[config.mk]
export PLATFORM = sky130hd
export DESIGN_NAME = rca_seq
export DESIGN_NICKNAME = d
export VERILOG_FILES = /design/src/rtl/rca_seq_pkg.sv /design/src/rtl/fulladd.sv /design/src/rtl/rca_seq.sv
export SDC_FILE = /design/constraint.sdc
export NUM_CORES = 1
export LEC_CHECK = 0
export ABC_AREA = 1
export BUFFER_PORTS_ARGS = -buffer_cell sky130_fd_sc_hd__buf_2
export CORE_UTILIZATION = 54
export CTS_CLUSTER_DIAMETER = 150
export DETAILED_ROUTE_END_ITERATION = 8
export GPL_TIMING_DRIVEN = 1
export PLACE_DENSITY = 0.79
export SLEW_MARGIN = 25
export SYNTH_ARGS = -nofsm -noshare
export SYNTH_HDL_FRONTEND = slang
export SYNTH_SLANG_ARGS = --single-unit
[constraint.sdc]
create_clock -name clk -period 4.1 [get_ports clk]
set_clock_uncertainty 0.05 [all_clocks]
set_input_delay 0.615 -clock clk [delete_from_list [all_inputs] [get_ports clk]]
set_output_delay 0.615 -clock clk [all_outputs]
set_load 0.01 [all_outputs]
[src/rtl/rca_seq_pkg.sv]
// Shared constants and types for the nibble-serial add/subtract sequencer.
package rca_seq_pkg;

   localparam int NIBBLE_W = 4;

   typedef enum logic [1:0] {
      IDLE = 2'd0,
      RUN  = 2'd1,
      DONE = 2'd2
   } rca_seq_state_t;

   // Nibble counter width; a single-nibble build still needs one bit.
   function automatic int idx_width(input int nibbles);
      return (nibbles > 1) ? $clog2(nibbles) : 1;
   endfunction

endpackage

[src/rtl/fulladd.sv]
// 4-bit ripple-carry adder built from a chain of one-bit full adders.
module fulladd (
   input  logic [3:0] a,
   input  logic [3:0] b,
   input  logic       c_in,
   output logic       c_out,
   output logic [3:0] sum
);

   logic [4:0] carry;

   always_comb begin
      carry    = '0;
      sum      = '0;
      carry[0] = c_in;
      for (int i = 0; i < 4; i++) begin
         sum[i]       = a[i] ^ b[i] ^ carry[i];
         carry[i + 1] = (a[i] & b[i]) | (carry[i] & (a[i] ^ b[i]));
      end
      c_out = carry[4];
   end

endmodule

[src/rtl/rca_seq.sv]
// Wide add/subtract sequenced through one shared 4-bit fulladd, one nibble
// per cycle LSB first, with the carry held in a register between nibbles.
module rca_seq
   import rca_seq_pkg::*;
#(
   parameter int NIBBLES = 4
) (
   input  logic                      clk,
   input  logic                      rst_n,
   input  logic                      in_valid,
   output logic                      in_ready,
   input  logic [NIBBLE_W*NIBBLES-1:0] op_a,
   input  logic [NIBBLE_W*NIBBLES-1:0] op_b,
   input  logic                      sub,
   input  logic                      c_in,
   output logic                      out_valid,
   input  logic                      out_ready,
   output logic [NIBBLE_W*NIBBLES-1:0] result,
   output logic                      c_out,
   output logic                      ovf
);

   localparam int W     = NIBBLE_W * NIBBLES;
   localparam int IDX_W = idx_width(NIBBLES);
   localparam logic [IDX_W-1:0] IDX_LAST = IDX_W'(NIBBLES - 1);

   rca_seq_state_t      state;
   logic [IDX_W-1:0]    idx;
   logic                carry;
   logic [W-1:0]        a_q;
   logic [W-1:0]        b_q;
   logic [W-1:0]        result_q;
   logic                c_out_q;
   logic                ovf_q;

   logic [NIBBLE_W-1:0] fa_a;
   logic [NIBBLE_W-1:0] fa_b;
   logic [NIBBLE_W-1:0] fa_sum;
   logic                fa_c_out;
   logic                accept;
   logic                last;

   assign in_ready  = (state == IDLE);
   assign out_valid = (state == DONE);
   assign accept    = in_valid && in_ready;
   assign last      = (idx == IDX_LAST);

   assign fa_a = a_q[NIBBLE_W*idx +: NIBBLE_W];
   assign fa_b = b_q[NIBBLE_W*idx +: NIBBLE_W];

   fulladd u_fulladd (
      .a     (fa_a),
      .b     (fa_b),
      .c_in  (carry),
      .c_out (fa_c_out),
      .sum   (fa_sum)
   );

   always_ff @(posedge clk) begin
      if (!rst_n) begin
         state    <= IDLE;
         idx      <= '0;
         carry    <= 1'b0;
         a_q      <= '0;
         b_q      <= '0;
         result_q <= '0;
         c_out_q  <= 1'b0;
         ovf_q    <= 1'b0;
      end else begin
         case (state)
            IDLE: begin
               if (accept) begin
                  // Subtraction is A + ~B + 1, so B is inverted once on entry.
                  a_q   <= op_a;
                  b_q   <= op_b ^ {W{sub}};
                  carry <= sub ? 1'b1 : c_in;
                  idx   <= '0;
                  state <= RUN;
               end
            end
            RUN: begin
               result_q[NIBBLE_W*idx +: NIBBLE_W] <= fa_sum;
               carry <= fa_c_out;
               if (last) begin
                  c_out_q <= fa_c_out;
                  ovf_q   <= (a_q[W-1] == b_q[W-1]) && (fa_sum[NIBBLE_W-1] != a_q[W-1]);
                  idx     <= '0;
                  state   <= DONE;
               end else begin
                  idx <= idx + 1'b1;
               end
            end
            DONE: begin
               if (out_ready) begin
                  state <= IDLE;
               end
            end
            default: begin
               state <= IDLE;
               idx   <= '0;
            end
         endcase
      end
   end

   assign result = result_q;
   assign c_out  = c_out_q;
   assign ovf    = ovf_q;

endmodule

==> out/summary.txt <==
Peak Freq -> 0.3136 GHz
asr flop ratio synth -> 0%
Peak VDD IR -> 0.2043 mV
routed len/inst -> 10.86 um
Cell Pwr Density -> 379.6 nW/um2
TritonCTS Buffers -> 5
Core Region -> 4786 um2
RSZ-0062 raised after global routing -> false
PostCTS Resize Cnt -> 0
register area share after synthesis -> 40.57%
max-slew violations -> 0
TritonRoute pass-1 iters -> 4
WP buf/inv -> 4
layout cells sized above 1 -> 15.84%
Antenna diodes -> 0
worst stage delay on the critical path -> 0.56 ns
Remaining DRCs -> 0
clock sinks -> 55
Hold Crit Start -> result[13]
Crit path max-delay family -> adder cells
Starting Density -> 56.71%
share of the synthesized area in the top cell type -> 40.57%
first-pass GRT wire length -> 9.404 mm
R2R cell count -> 15
largest net degree at the start of global routing -> 47
CTS tree -> built
Area contributors post-synth -> dfxtp_1 41%, nor2_1 15%, nand2_1 10%
Final HPWL DP -> 4.028 mm
Global Route Usage Sum -> 23.04%
Reg-to-Reg Start -> idx[0]
most common flop cell mapped by yosys -> dfxtp_1
fin area -> 3108 um2
Worst Tran Pin Value -> 0.6820 ns
root buf cell -> clkbuf_8
FP Rows -> 25
# fillers -> 458
Hold-fix buffers, CTS -> 0
Non-Filler Instances -> 509
Hold Fails Final Rpt -> 0
Max-Cap Viols -> 0
post-CTS setup buffer count -> 0
CTS max path bufs -> 2
placed insts -> 501
critical path startpoint -> idx[0]
Storage cell area -> 1101 um2
Tmin final -> 3.188 ns
critical-path cell list -> buf_4, o21ai_0, o22ai_1, fa_1, inv_1, fa_1, fa_1, inv_1, fa_1, inv_1, nor2_1, nand2_1, nand2_1, nor2_1, nor2_1
CP dominant cell by count -> fa_1
total power -> 1.180 mW
initial antenna violation count -> 0
run status -> finished, final reports clean
kind of critical path -> flop to flop
CP startpoint kind -> flop
IO buf count -> 57
leakage -> 1.484 nW
synth cell count leaders -> 109 x nor2_1, 75 x nand2_1, 55 x dfxtp_1
Critical Path AT -> 3.35 ns
CP endpoint kind -> flop
worst setup path endpoint -> ovf
Post-Synthesis Cells -> 392
Reg clk slew, reported paths -> 0.10 ns
GRT Residual Overflow -> 0
number of synthesized flops with an enable pin -> 0
ANT nets after route -> 0
WHS -> 0.4191 ns
most common cell in the synthesized netlist -> nor2_1
CP required -> 4.26 ns
final worst slack -> 0.9117 ns
Hold WC Path Type -> flop to flop
Syn Std Cell Area -> 2714 um2
chip height -> 72.89 um
vias in the first global route -> 2208
Post-DP Area -> 2990 um2
Horiz. Die Dim -> 72.89 um
via count -> 2413
Warnings, synthesis -> 0
flops & latches, synth -> 55
Final nets -> 489
Cells on Worst Hold Path -> 2
Worst path slowest cell -> dfxtp_1
setup TNS -> 0 ns
initial detailed-routing violation count -> 155
Max Fanout on Critical Path -> 14
Avg Cell Area, Syn -> 6.923 um2
GPL Wtd Cong -> 0.8561
Synth cell types -> 22
worst r2r dst -> ovf
Via density -> 4.741
syn_nets -> 440
area of the multi-input gates -> 1381 um2
Clock H-tree levels -> 2
utilization after layout -> 64.94%
Layout area overhead -> 14.52%
# setup viols final -> 0
cell depth of the worst setup path -> 15
number of I/O pins -> 58
DP Worst Slack -> 0.9712 ns
Die Area -> 5313 um2
Clk Latency, worst-skew pair -> 0.31 ns
Rel. slew slack -> 54.47%
drt total wl -> 5.529 mm
register-to-register setup slack -> 0.91 ns
final cycle utilization of the critical path -> 77.76%
Yosys top cell by area -> dfxtp_1
[how the worst min path moves through the flow]
| stage | slack, ns | to |
|---|---|---|
| floorplan | 0.37 | a_q[1] |
| global placement | 0.41 | result[12] |
| detailed placement | 0.41 | result[12] |
| CTS | 0.42 | result[12] |
| global route | 0.46 | result[13] |
| finish | 0.42 | result[13] |
[cell usage in the layout (no fill, tap or decap), types with 2 or more instances in the layout]
master / n
a21oi_1: 18
nor3_1: 3
nor2_1: 109
nand3_1: 3
xnor2_1: 16
clkbuf_8: 6
o21ai_0: 46
clkinv_1: 3
buf_4: 2
fa_1: 4
ha_1: 6
o22ai_1: 4
dfxtp_1: 55
nand2_1: 75
buf_2: 57
inv_1: 29
[where the power goes]
| part | internal [mW] | switching, mW | total (mW) |
|---|---|---|---|
| clock network | 0.198 | 0.172 | 0.370 |
| registers | 0.571 | 0.0237 | 0.594 |
| logic | 0.0878 | 0.128 | 0.216 |
| total | 0.856 | 0.324 | 1.18 |
[kinds of logic (layout without fill, tap and decap cells)]
logic type	after synthesis	count (layout)	synth area share, %
AND/OR/NAND/NOR	192	192	27.02
AO/OA/AOI/OAI	69	69	13.00
flip-flops	55	55	40.57
buffers and inverters	50	100	8.528
XOR/XNOR	16	16	5.164
adder cells (fa/ha/maj)	10	10	5.717
[worst register-to-register path, stage by stage (launching register included)]
cell     delay (ns)
dfxtp_1        0.56
buf_4          0.26
o21ai_0        0.10
o22ai_1        0.22
fa_1           0.20
inv_1          0.05
fa_1           0.38
fa_1           0.37
inv_1          0.07
fa_1           0.43
inv_1          0.11
nor2_1         0.05
nand2_1        0.06
nand2_1        0.05
nor2_1         0.08
nor2_1         0.05
[area by class of cell]
class	count	area share [%]
clock inverter	2	1.127
tap	67	2.697
multi-input combinational	287	44.44
clock buffer	6	2.657
inverter	33	3.986
sequential	55	35.43
timing repair buffer	59	9.662
[routing by layer]
metal | global-route usage [%] | up-vias | share of wire (%)
met5 | 0 | - | 0
met2 | 41.54 | 62 | 47
met3 | 4.144 | 9 | 4.0
met4 | 7.190 | 0 | 1.6
li1 | - | 1308 | -
met1 | 27.76 | 1034 | 47
[registers in the layout (all words and copies together) (netlist names)]
name,cells
carry,1
c_out,1
state,2
ovf,1
b_q,16
a_q,16
idx,2
result,16
Power figures use the tool's default switching activity.
